File: src/rtl/bomb_pkg.sv
// Shared definitions for the bomb-defusal game: game state encoding (also
// decoded by the seven-segment display stage) and the legal countdown range.
package bomb_pkg;

   typedef enum logic [1:0] {
      ST_SETUP  = 2'd0,
      ST_ARMED  = 2'd1,
      ST_DEFUSE = 2'd2,
      ST_OVER   = 2'd3
   } game_st_t;

   localparam int CDTIME_MIN = 1;
   localparam int CDTIME_MAX = 30;
   localparam int LT_W       = 5;

endpackage

File: src/rtl/btn_pulse.sv
// Raw button conditioner: two-flop synchroniser followed by a rising-edge
// detector. Emits a registered one-cycle pulse three clk edges after the raw
// input rises; holding the button yields exactly one pulse.
//   clk   - system clock
//   rst_n - asynchronous active-low reset
//   btn   - raw, asynchronous button level
//   pulse - one-cycle pulse per press
module btn_pulse (
   input  logic clk,
   input  logic rst_n,
   input  logic btn,
   output logic pulse
);

   logic sync_1;
   logic sync_2;
   logic sync_2_d;
   logic pulse_q;

   always_ff @(posedge clk or negedge rst_n) begin
      if (!rst_n) begin
         sync_1   <= 1'b0;
         sync_2   <= 1'b0;
         sync_2_d <= 1'b0;
         pulse_q  <= 1'b0;
      end else begin
         sync_1   <= btn;
         sync_2   <= sync_1;
         sync_2_d <= sync_2;
         pulse_q  <= sync_2 & ~sync_2_d;
      end
   end

   assign pulse = pulse_q;

endmodule

File: src/rtl/bomb_game_ctrl.sv
// Bomb-defusal game controller: game FSM, one-second countdown tick and the
// user-configured countdown time.
//   clk, rst_n           - system clock, asynchronous active-low reset
//   sw7                  - game power switch (0 = off, forces SETUP)
//   btn_start/up/down/confirm - raw player buttons, synchronised here
//   code_in              - defuse code switches
//   game_state           - current state, see table below
//   leave_times          - remaining seconds + 1 (display shows value-1)
//   user_defined_cdtime  - configured countdown, 1..30
//   exploded, defused    - mutually exclusive result flags
//
// state     | meaning
// ----------+------------------------------------------------------------
// ST_SETUP  | idle; up/down adjust countdown, start arms the bomb
// ST_ARMED  | counting down; start enters defuse entry
// ST_DEFUSE | counting down; confirm checks code_in
// ST_OVER   | result shown; start returns to setup
module bomb_game_ctrl
   import bomb_pkg::*;
#(
   parameter int         TICK_DIV       = 100000000,
   parameter int         DEFAULT_CDTIME = 10,
   parameter logic [3:0] SECRET         = 4'b1011,
   parameter int         PENALTY        = 5
) (
   input  logic            clk,
   input  logic            rst_n,
   input  logic            sw7,
   input  logic            btn_start,
   input  logic            btn_up,
   input  logic            btn_down,
   input  logic            btn_confirm,
   input  logic [3:0]      code_in,
   output logic [1:0]      game_state,
   output logic [LT_W-1:0] leave_times,
   output logic [LT_W-1:0] user_defined_cdtime,
   output logic            exploded,
   output logic            defused
);

   localparam int                CNT_W    = $clog2(TICK_DIV);
   localparam logic [CNT_W-1:0]  CNT_LAST = CNT_W'(TICK_DIV - 1);

   logic start_p, up_p, down_p, confirm_p;

   btn_pulse u_start   (.clk(clk), .rst_n(rst_n), .btn(btn_start),   .pulse(start_p));
   btn_pulse u_up      (.clk(clk), .rst_n(rst_n), .btn(btn_up),      .pulse(up_p));
   btn_pulse u_down    (.clk(clk), .rst_n(rst_n), .btn(btn_down),    .pulse(down_p));
   btn_pulse u_confirm (.clk(clk), .rst_n(rst_n), .btn(btn_confirm), .pulse(confirm_p));

   game_st_t        state_q, state_d;
   logic [LT_W-1:0] lt_q, lt_d;
   logic [LT_W-1:0] cd_q, cd_d;
   logic            exp_q, exp_d;
   logic            def_q, def_d;
   logic [CNT_W-1:0] cnt_q;
   logic            cnt_clr;
   logic            running;
   logic            tick;
   logic [5:0]      pen_amt;

   assign running = (state_q == ST_ARMED) || (state_q == ST_DEFUSE);
   assign tick    = running && (cnt_q == CNT_LAST);

   // Tick counter keeps its phase across ARMED<->DEFUSE moves.
   always_ff @(posedge clk or negedge rst_n) begin
      if (!rst_n) begin
         cnt_q <= '0;
      end else if (!sw7 || cnt_clr) begin
         cnt_q <= '0;
      end else if (running) begin
         cnt_q <= tick ? '0 : cnt_q + CNT_W'(1);
      end
   end

   always_ff @(posedge clk or negedge rst_n) begin
      if (!rst_n) begin
         state_q <= ST_SETUP;
         lt_q    <= '0;
         cd_q    <= LT_W'(DEFAULT_CDTIME);
         exp_q   <= 1'b0;
         def_q   <= 1'b0;
      end else begin
         state_q <= state_d;
         lt_q    <= lt_d;
         cd_q    <= cd_d;
         exp_q   <= exp_d;
         def_q   <= def_d;
      end
   end

   always_comb begin
      state_d = state_q;
      lt_d    = lt_q;
      cd_d    = cd_q;
      exp_d   = exp_q;
      def_d   = def_q;
      cnt_clr = 1'b0;
      // A wrong code costs one extra second when it lands on a tick.
      pen_amt = 6'(PENALTY) + {5'd0, tick};

      if (!sw7) begin
         state_d = ST_SETUP;
         lt_d    = '0;
         exp_d   = 1'b0;
         def_d   = 1'b0;
      end else begin
         unique case (state_q)
            ST_SETUP: begin
               if (start_p) begin
                  lt_d    = cd_q + LT_W'(1);
                  exp_d   = 1'b0;
                  def_d   = 1'b0;
                  cnt_clr = 1'b1;
                  state_d = ST_ARMED;
               end else if (up_p && !down_p && cd_q < LT_W'(CDTIME_MAX)) begin
                  cd_d = cd_q + LT_W'(1);
               end else if (down_p && !up_p && cd_q > LT_W'(CDTIME_MIN)) begin
                  cd_d = cd_q - LT_W'(1);
               end
            end
            ST_ARMED: begin
               if (tick && lt_q <= LT_W'(1)) begin
                  lt_d    = '0;
                  exp_d   = 1'b1;
                  state_d = ST_OVER;
               end else begin
                  if (tick) lt_d = lt_q - LT_W'(1);
                  if (start_p) state_d = ST_DEFUSE;
               end
            end
            ST_DEFUSE: begin
               if (confirm_p && code_in == SECRET) begin
                  def_d   = 1'b1;
                  state_d = ST_OVER;
               end else if (confirm_p) begin
                  if ({1'b0, lt_q} <= pen_amt + 6'd1) begin
                     lt_d    = '0;
                     exp_d   = 1'b1;
                     state_d = ST_OVER;
                  end else begin
                     lt_d    = lt_q - pen_amt[LT_W-1:0];
                     state_d = ST_ARMED;
                  end
               end else if (tick && lt_q <= LT_W'(1)) begin
                  lt_d    = '0;
                  exp_d   = 1'b1;
                  state_d = ST_OVER;
               end else if (tick) begin
                  lt_d = lt_q - LT_W'(1);
               end
            end
            ST_OVER: begin
               if (start_p) begin
                  lt_d    = '0;
                  exp_d   = 1'b0;
                  def_d   = 1'b0;
                  state_d = ST_SETUP;
               end
            end
            default: state_d = ST_SETUP;
         endcase
      end
   end

   always_comb begin
      game_state          = state_q;
      leave_times         = lt_q;
      user_defined_cdtime = cd_q;
      exploded            = exp_q;
      defused             = def_q;
   end

endmodule

File: config.mk
export PLATFORM = sky130hd
export DESIGN_NAME = bomb_game_ctrl
export DESIGN_NICKNAME = d
export VERILOG_FILES = /design/src/rtl/bomb_pkg.sv /design/src/rtl/btn_pulse.sv /design/src/rtl/bomb_game_ctrl.sv
export SDC_FILE = /design/constraint.sdc
export NUM_CORES = 1
export LEC_CHECK = 0
export ABC_CLOCK_PERIOD_IN_PS = 3200
export BUFFER_PORTS_ARGS = -buffer_cell sky130_fd_sc_hd__buf_2
export CORE_MARGIN = 2
export CORE_UTILIZATION = 52
export CTS_BUF_LIST = sky130_fd_sc_hd__clkbuf_16
export CTS_CLUSTER_SIZE = 28
export DETAILED_ROUTE_END_ITERATION = 8
export GPL_TIMING_DRIVEN = 1
export PLACE_DENSITY = 0.7
export SLEW_MARGIN = 20
export SYNTH_ARGS = -nofsm -noshare
export SYNTH_HDL_FRONTEND = slang
export SYNTH_SLANG_ARGS = --single-unit
File: constraint.sdc
create_clock -name clk -period 3.2 [get_ports clk]
set_input_delay 0.32 -clock clk [delete_from_list [all_inputs] [get_ports clk]]
set_output_delay 0.32 -clock clk [all_outputs]
set_load 0.05 [all_outputs]
Yosys cells after proc, flatten, opt, wreduce, memory -nomap -nowiden
Cells that the tools add are included.

Add/subtract/negate cells: 7. Magnitude comparators: 4. Eq/ne operators: 14. Muxes and demuxes: 37. Bitwise operators: 9. Reduce and logical (&&, ||, !) cells: 21.

Operators with widths (count): $mux W27 (3); $mux W5 (10); $add A27 B1 Y27 const B (1); $eq A27 B27 Y1 const B (1); $pmux W5 S4 (1); $mux W2 (9); $ne A3 B2 Y1 const B (5); $mux W1 (11); $sub A5 B1 Y5 const B (2); $reduce_and A3 Y1 (3); $pmux W2 S4 (1); $reduce_and A4 Y1 (2); $logic_and A1 B1 Y1 (7); $add A4 B1 Y5 const B (1); $add A5 B1 Y5 const B (1); $gt A5 B1 Y1 const B (1); $le A5 B1 Y1 const B (1); $le A5 B5 Y1 (1); $lt A5 B5 Y1 const B (1); $ne A5 B2 Y1 const B (1); $not A1 Y1 (5); $sub A5 B4 Y5 (1); $add A3 B1 Y4 const A (1); $and A1 B1 Y1 (4); 13 further kinds (18).

Bits in registers: 57. Bits of input ports: 11. Output and inout port bits: 14.

Logic depth before layout (Yosys ltp)
Gate-level depths: netlist of the first run.

Depth in word-level cells: 11. Depth in mapped cells: 14. Depth with buffers taken out: 13.

Modules after synthesis
From an unflattened synthesis of the first run, not the netlist that was laid out.

Cell total of the unflattened synthesis: 365. Area total of the unflattened synthesis: 3394.5 µm².

Modules (own cells, without submodules): bomb_game_ctrl (times used 1, cells an instance 345, area each 2939.1 µm², sequential area each 1028.5 µm²); btn_pulse (times used 4, cells an instance 5, area each 113.9 µm², sequential area each 100.1 µm²).

Worst setup path after synthesis of the first run
No wires, ideal clock.

Path kind: flip-flop to flip-flop. Start point: register state_q[1], in the netlist game_state[1]. End point: register lt_q[3], in the netlist leave_times[3]. Arrival time: 3.200 ns. Required time: 3.060 ns. Path slack: -0.140 ns. Stages on the path, launching flop included: 13. Path buffers: 1. Period minus slack after synthesis: 3.340 ns. Path through: dfrtp_1 > inv_1 > ha_1 > buf_4 > and4bb_2 > nand4_1 > or2_2 > ha_1 > nor2b_1 > o21ai_0 > xor2_1 > a2111oi_0 > a211oi_1.

Word-level cells in the longest chain between the ends: 11. Elaborated cells on any way between the ends: 22. Classes of those cells: add/sub: 3; order compare: 1; eq/ne: 6; mux: 7; reduce/logical: 5.

RTL lines: start, declared (line bomb_game_ctrl.sv:51) `game_st_t state_q, state_d;`; start signal, assigned (line bomb_game_ctrl.sv:84) `state_q <= state_d;`; $eq A2 B1 Y1 / $eq A2 B2 Y1 (equally long branches) (line bomb_game_ctrl.sv:62, bomb_game_ctrl.sv:108); $logic_or A1 B1 Y1 (line bomb_game_ctrl.sv:62) `assign running = (state_q == ST_ARMED) || (state_q == ST_DEFUSE);`; $logic_and A1 B1 Y1 (line bomb_game_ctrl.sv:63) `assign tick = running && (cnt_q == CNT_LAST);`; $add A3 B1 Y4 (line bomb_game_ctrl.sv:100) `pen_amt = 6'(PENALTY) + {5'd0, tick};`; $add A4 B1 Y5 (line bomb_game_ctrl.sv:137) `if ({1'b0, lt_q} <= pen_amt + 6'd1) begin`; $le A5 B5 Y1 (line bomb_game_ctrl.sv:137); $mux W5 (line bomb_game_ctrl.sv:137); $mux W5 (line bomb_game_ctrl.sv:136) `end else if (confirm_p) begin`; $mux W5 (line bomb_game_ctrl.sv:133) `if (confirm_p && code_in == SECRET) begin`; $pmux W5 S4 (line bomb_game_ctrl.sv:108) `unique case (state_q)`; $mux W5 (line bomb_game_ctrl.sv:102) `if (!sw7) begin`; end signal, assigned (line bomb_game_ctrl.sv:85) `lt_q <= lt_d;`; end, declared (line bomb_game_ctrl.sv:52) `logic [LT_W-1:0] lt_q, lt_d;`.

Parallel ways exist; a longest one is shown, timed or not. The select of a mux whose other input is x is not followed. A chain may end at the register's enable or synchronous reset.

Worst setup path after layout of the first run
Ends and elaborated chain as after synthesis.

==> results summary, run 1 <==
The number of buffers created by CTS is 9. sky130_fd_sc_hd__dfrtp_1 takes more of the synthesized area than any other cell. The wire length on met1 came out at 3240 um. The flop and latch count out of synthesis is 57.

For this run, the register share of the synthesized area comes to 42.5%. In this run the worst hold path is classified as input pin to async pin. Summed over all failing endpoints, the final setup total negative slack is 0 ns. The run finished with clean final reports. The leakage power came out at 0.00161 uW. The top cell types in the final layout, fill and taps aside, are 53 x sky130_fd_sc_hd__dfrtp_1, 29 x sky130_fd_sc_hd__nor2_1, 24 x sky130_fd_sc_hd__buf_2.

The TritonCTS clock tree is yes. The average detailed-routed wire length per instance came out at 14.9 um. The count of filler cells inserted in the layout is 551. STA classifies the critical path endpoint as a register. For this design, the slowest cell found on the critical path is sky130_fd_sc_hd__a2111oi_0. The critical path's most frequent cell is sky130_fd_sc_hd__ha_1. The most common cell after layout, fill and taps aside is sky130_fd_sc_hd__dfrtp_1.

Detailed routing placed a total of 216 um of wire on met3. The synthesis warning total came out at 0. The net count after synthesis came out at 374. The number of placement rows came out at 29. The clock insertion delay at the later pin of the skew report came out at 0.32 ns. The pin count of the biggest net entering global routing is 37. The source of the critical timing path is game_state[1]$_DFFE_PN0P_. The number of vias per cell came out at 5.82.

Setup repair after global routing left no endpoint under its margin. The netlist uses between 60 and 70 different library cells. The HPWL after detailed placement is 4930 um.

The biggest fanout along the worst timing path is 7. On the worst path, the slowest cell contributes a delay of 0.43 ns. The top-area cell type share of the netlist area came out at 40.9%. The sequential cell area came out at 0.00143 mm2. The hold-fix buffer count after cts came out at 0.

The netlist area before placement is 0.00336 mm2. The areal power density over the cells came out at 752 mW/mm2. Dividing the final minimum period by the clock period gives ~90%. The number of diodes came out at 0.

For the worst setup path, the data required time is 3.38 ns. Clock skew on the completed layout was measured at 0.00736 ns. The max-cap violation count came out at 0. The post-route antenna net violation count came out at 0. In the synthesized netlist the dominant register cell turns out to be sky130_fd_sc_hd__dfrtp_1. The clock-pin slew on the worst setup and hold paths came out at 0.05 ns. The maximum clock frequency came out at about 0.35 GHz. The average size of a mapped cell is 9.67 um2.

The area growth from synthesis to layout came out at 13.8%. The number of clock sinks came out at 57. The wire length of the first global-routing pass came out at ~12,000 um. Traced cell by cell, the critical path runs through inv_1 > ha_1 > and4bb_2 > nand4_1 > or2_2 > ha_1 > nor2b_1 > o21ai_0 > xor2_1 > a2111oi_0 > a211oi_1. The number of slew-limit violations in the final report came out at 0. The overall via count from detail_route came out at 2,666. CTS placed an instance of sky130_fd_sc_hd__clkbuf_16 at the clock tree root. The fraction of layout cells with a size suffix above 1 is 16.8%. After detailed routing, no signal wire sits above met4. The area inside the core boundary is 0.00631 mm2. The via count of the first global-routing pass came out at 2,577. The final net count is ~400. Measured on the finished design, the core utilization comes to 60.6%. The overall power of the completed layout is 2880 uW. The depth of the CTS H-tree came out at 3. In the synthesized netlist the async set-or-reset flop fraction comes to 100%.

The number of endpoints with negative hold slack in the final report is 0. The number of setup violations in the final report is 0. By area the synthesized netlist is led by sky130_fd_sc_hd__dfrtp_1 41%, sky130_fd_sc_hd__ha_1 5.2%, sky130_fd_sc_hd__xnor2_1 5.2%.

The smallest clock period supported by the final layout is computed as 2.86 ns. The port buffer count came out at 24. The sum of met2 wire segment lengths after detailed routing came out at 3220 um. The sum of overflow across all layers after global routing came out at 0.

The floorplan die area came out at 0.00713 mm2. The startpoint type of the worst setup path is a register. The last weighted congestion value of the routability-driven placer is 0.874. The remaining routing DRC violations is 0. The effective utilization at floorplan is 53.3%. The initial antenna violation count came to 0.

The worst flop-to-flop path startpoint is game_state[1]$_DFFE_PN0P_. The placed instances occupy a cell area of between 0.003 and 0.004 mm2. Synthesis handed over a netlist of 348 instances.

The worst voltage drop across the vdd grid is 0.577 mV. The final instance area is 0.00383 mm2. The overall die height came out at 84.4 um. The die is approximately 84 um wide. In this run the deepest clock path goes through 2 buffers.

The first routing iteration left ~90 violations. In the final layout, the multi-input gates occupy 0.00179 mm2. The slew at the pin closest to its max-slew limit came out at 0.788 ns. The overall routing resource usage came out at 21.6%. The arrival time of data at the critical path endpoint is 3.04 ns.

The worst hold slack is just under 0.09 ns. For this block, the routed nets add up to 6810 um of wire. The number of placed I/O pins is 25. The pre-antenna-repair detailed-routing pass consisted of 4 iterations. The headroom to the max-slew limit came out at 47.5%. The number of enable flip-flop cells after synthesis came out at 0.

The critical path is of the register to register type.
## final cells by class
cell class                 instances  area share, %
multi-input combinational        254           46.6
sequential                        57           37.4
clock buffer                       9           5.88
timing repair buffer              32           4.71
tap                               77           2.52
inverter                          22           2.16
clock inverter                     7          0.719
## path summary, 6_finish.rpt
kind	endpoint	slack, ns	cells past startpoint
min	user_defined_cdtime[4]$_DFFE_PN0P_	0.09	1
max	leave_times[3]$_DFFE_PN0P_	0.34	11
max reg2reg	leave_times[3]$_DFFE_PN0P_	0.34	11
min in group clk	u_up.sync_1$_DFF_PN0_	0.10	1
max in group asynchronous	cnt_q[3]$_DFFE_PN0P_	2.41	2
min reg2reg	u_confirm.sync_2$_DFF_PN0_	0.34	0
## state kept, by name, summed over array words and instances, names as in the netlist, 2 cells and up
signal / cells
game_state: 2
user_defined_cdtime: 5
leave_times: 5
cnt_q: 27
## cells by family (layout without fill, tap and decap cells)
family                     after synthesis  count (layout)  synth area share (%)
AOI/OAI and AO/OA                       76              76                  15.6
xor gates and xnor gates                29              29                  7.55
adders and majority gates               15              15                  5.80
buffers and inverters                   37              70                  4.57
DFF                                     57              57                  42.5
muxes                                    4               4                  1.19
and+or+nand+nor                        130             130                  22.8
## critical path, delay by kind of cell (launching register included)
family	cells	cell delay (ns)
simple gates	4	0.81
compound gates	3	0.70
fa+ha+maj	2	0.59
flops	1	0.40
xor+xnor	1	0.11
buf+inv	1	0.09
## power by group
group / switching, uW / total, uW / leakage [uW] / internal, uW
logic: 716 / 1100 / 0.000748 / 385
clock network: 305 / 809 / 0.000124 / 504
registers: 149 / 968 / 0.000741 / 819
total: 1170 / 2880 / 0.00161 / 1710
## Yosys cell counts (9+ instances only)
cell type / instances
sky130_fd_sc_hd__a21oi_1: 16
sky130_fd_sc_hd__nor3_1: 9
sky130_fd_sc_hd__ha_1: 14
sky130_fd_sc_hd__nor2b_1: 11
sky130_fd_sc_hd__dfrtp_1: 55
sky130_fd_sc_hd__nand3_1: 11
sky130_fd_sc_hd__o21ai_0: 19
sky130_fd_sc_hd__xor2_1: 9
sky130_fd_sc_hd__xnor2_1: 20
sky130_fd_sc_hd__inv_1: 22
sky130_fd_sc_hd__buf_2: 9
sky130_fd_sc_hd__nand2_1: 23
sky130_fd_sc_hd__nor2_1: 29
## routing by layer
layer / vias up / track usage, %
met3: 12 / 6.49
met2: 45 / 33.6
li1: 1312 / -
met5: - / 0
met1: 1297 / 28.9
met4: 0 / 7.94
## what timing repair did
action,CTS,global route
resized for setup,0,1
setup buffers,0,0
setup endpoints to repair,0,1
## metrics by stage
| stage | cells | worst slack, ns |
|---|---|---|
| floorplan | 348 | 0.0437 |
| global placement | 442 | 0.372 |
| detailed placement | 442 | 0.275 |
| CTS | 458 | 0.259 |
| global route | 458 | 0.0811 |
| finish | 458 | 0.337 |
No activity file was read; power rests on OpenSTA's default activity.
==> run 2, diff against run 1 <==
CORE_MARGIN = 8   (was 2)
==> run 2 against run 1 <==
Net effect: largest cell class unchanged; worst hold slack gained 0.0079 ns; critical endpoint is now leave_times[4]$_DFFE_PN0P_; cell area about the same; die area grew 30%.
==> results summary, run 2 (same netlist as run 1, synthesis figures left out) <==
The flow ran to the end, and the final reports show no timing, DRC or antenna violations. The clock-pin slew on the worst setup and hold paths came to 0.05 ns (about the same). The worst voltage drop across the vdd grid came out at 0.664 mV (+15%).

met2 is the most crowded layer. The number of instances resized during post-cts repair is 0 (unchanged). The worst setup path is launched from a register.

The clock insertion delay at the later pin of the skew report is 0.33 ns (about the same). The overall via count from detail_route came to 2,667 (+0.038%). The DRC violation total after the first TritonRoute iteration is 151 (+64%). The number of buffers created by CTS is 9 (unchanged). The maximum clock frequency came out at 0.338 GHz (-3.2%). The library cell used most frequently in the layout, excluding fill and tap cells, is sky130_fd_sc_hd__dfrtp_1. The buffer levels on the longest clock path is 2 (unchanged). The count of filler cells inserted in the layout is 560 (+1.6%). The effective utilization at floorplan came out at 53.3% (unchanged). The area growth from synthesis to layout is 13.8% (about the same). In the layout the commonest cells are 53 x sky130_fd_sc_hd__dfrtp_1, 29 x sky130_fd_sc_hd__nor2_1, 24 x sky130_fd_sc_hd__inv_1, 24 x sky130_fd_sc_hd__buf_2, 23 x sky130_fd_sc_hd__nand2_1.

The placed standard-cell area came to 0.00357 mm2 (unchanged). The max-cap violation count came out at 0 (unchanged). The met2 demand-to-capacity share in global routing is 28.5% (-5.1 points). The number of vias per cell is 5.82 (about the same). The port buffer count came out at 24 (unchanged). The overall die height was 96.4 um (+14%). The number of placement rows came out at 29 (unchanged). The remaining routing DRC violations came out at 0 (unchanged). The final instance area came to 0.00383 mm2 (about the same). The data required time at the worst endpoint is 3.42 ns (+0.04 ns). The final net count came out at 402 (unchanged). The biggest fanout along the worst timing path is 7 (unchanged). The total instance count after detailed placement is 442 (unchanged).

The floorplan die area came out at 0.00930 mm2 (+30%). The final cell count without fillers came to 458 (unchanged). Setup repair after global routing left no endpoint under its margin. The sum of overflow across all layers after global routing is 0 (unchanged). The headroom to the max-slew limit was 42.3% (-5.2 points). The sequential cell area is 0.00143 mm2 (unchanged). The path type of the worst min-delay path is input pin to async pin.

The pin count of the biggest net entering global routing is 40 (+8.1%). The initial antenna violation count came out at 0 (unchanged). The flip-flop count of the largest register, all copies and words added is 27 (unchanged).

The leakage power is 0.00163 uW (+0.77%). The number of diodes is 0 (unchanged). The post-CTS setup repair buffer count is 0 (unchanged). The fraction of layout cells with a size suffix above 1 came out at 17.1% (+0.26 points). The areal power density over the cells was 760 mW/mm2 (+1.1%). The post-route antenna net violation count came out at 0 (unchanged). The post-DP HPWL came out at 5140 um (+4.3%). The time the worst path needs with I/O delays and setup is 2.96 ns (+0.0933 ns). STA classifies the critical path endpoint as a register. The number of clock sinks was 57 (unchanged). The hold-fix buffer count after cts came to 0 (unchanged).

The wire length of the first global-routing pass came out at 12,300 um (+0.73%). The overall routing resource usage came out at 17.2% (-4.5 points). The met1 routing resource usage after global routing is 20.8% (-8.1 points). The number of endpoints with negative hold slack in the final report was 0 (unchanged). The detailed-routing iteration count for the pre-antenna-repair pass is 4 (unchanged).

The arrival time of data at the critical path endpoint came out at 3.18 ns (+0.14 ns). The number of setup violations in the final report was 0 (unchanged). The largest clock skew in the final design is 0.00788 ns (+0.000517 ns). The area of the multi-input gates came to 0.00178 mm2 (-0.21%). The global-route track usage on met3 came out at 3.86% (-2.6 points).

The period utilization came out at 92.4% (+2.9 points). The number of slew-limit violations in the final report came out at 0 (unchanged). The depth of the CTS H-tree is 3 (unchanged). The slew at the pin closest to its max-slew limit is 0.866 ns (+0.0781 ns).

The detailed-route wire length is 7200 um (+5.7%). TritonCTS built the clock tree. The width of the die is 96.4 um (+14%). The last weighted congestion value of the routability-driven placer is 0.905 (+3.6%). The average detailed-routed wire length per instance is 15.7 um (+5.7%).

The largest register by flop count is cnt_q. The via count of the first global-routing pass was 2,588 (+0.43%). The area inside the core boundary is 0.00631 mm2 (unchanged). The root buffer cell is sky130_fd_sc_hd__clkbuf_16. The number of placed I/O pins came out at 25 (unchanged).

The setup TNS after final layout came out at 0 ns (unchanged). The startpoint-to-endpoint class of the critical path is register to register.
==> run 2: cell count changes in the layout (fill, tap and decap cells not counted), sizes merged <==
cell / previous run / this run
inv: 22 / 24
clkinv: 7 / 5
==> run 2: worst max-delay path: stages (launching register included) <==
cell	delay (ns)
sky130_fd_sc_hd__dfrtp_2	0.41
sky130_fd_sc_hd__inv_1	0.10
sky130_fd_sc_hd__ha_1	0.31
sky130_fd_sc_hd__and4bb_2	0.26
sky130_fd_sc_hd__nand4_1	0.11
sky130_fd_sc_hd__or2_2	0.35
sky130_fd_sc_hd__ha_1	0.35
sky130_fd_sc_hd__nand4b_1	0.13
sky130_fd_sc_hd__a21oi_1	0.37
sky130_fd_sc_hd__a21o_1	0.16
sky130_fd_sc_hd__a41oi_1	0.04
sky130_fd_sc_hd__o311ai_1	0.27
==> run 2: per-stage QoR <==
| step | utilization [%] | hold WS [ns] | setup WS, ns | total power, uW |
|---|---|---|---|---|
| global placement | 56.6 | 0.334 | 0.367 | 2070 |
| detailed placement | 56.6 | 0.336 | 0.285 | 2090 |
| floorplan | - | 0.0244 | 0.0437 | 1830 |
| global route | 60.6 | 0.0913 | 0.0702 | 3080 |
| finish | 60.6 | 0.0974 | 0.244 | 2910 |
| CTS | 60.6 | 0.0897 | 0.239 | 2930 |
==> run 2: routing by layer <==
layer	up-vias	share of wire, %
li1	1306	-
met1	1293	44
met2	55	49
met3	13	4.7
met4	0	2.0
met5	-	0
==> run 2: final timing paths <==
kind                                                 from                          to  slack (ns)  cells past startpoint
worst max register to register  game_state[1]$_DFFE_PN0P_  leave_times[4]$_DFFE_PN0P_        0.24                     11
worst min-delay path                                rst_n   u_down.sync_2_d$_DFF_PN0_         0.1                      1
max in group asynchronous                           rst_n       cnt_q[21]$_DFFE_PN0P_        2.39                      2
worst max-delay path            game_state[1]$_DFFE_PN0P_  leave_times[4]$_DFFE_PN0P_        0.24                     11
worst min register to register   u_start.sync_1$_DFF_PN0_    u_start.sync_2$_DFF_PN0_        0.34                      0
min in group clk                                   btn_up       u_up.sync_1$_DFF_PN0_        0.10                      1
==> run 2: cell type report <==
type,count,area share (%)
Inverter,22,2.16
Sequential cell,57,37.4
Multi-Input combinational cell,254,46.6
Timing Repair Buffer,32,4.71
Clock inverter,7,0.785
Clock buffer,9,5.88
Tap cell,77,2.52
==> run 2: report_power, final <==
part           switching [uW]  total, uW  internal (uW)
combinational             724       1110            388
sequential                150        969            819
clock                     320        827            507
total                    1190       2910           1710
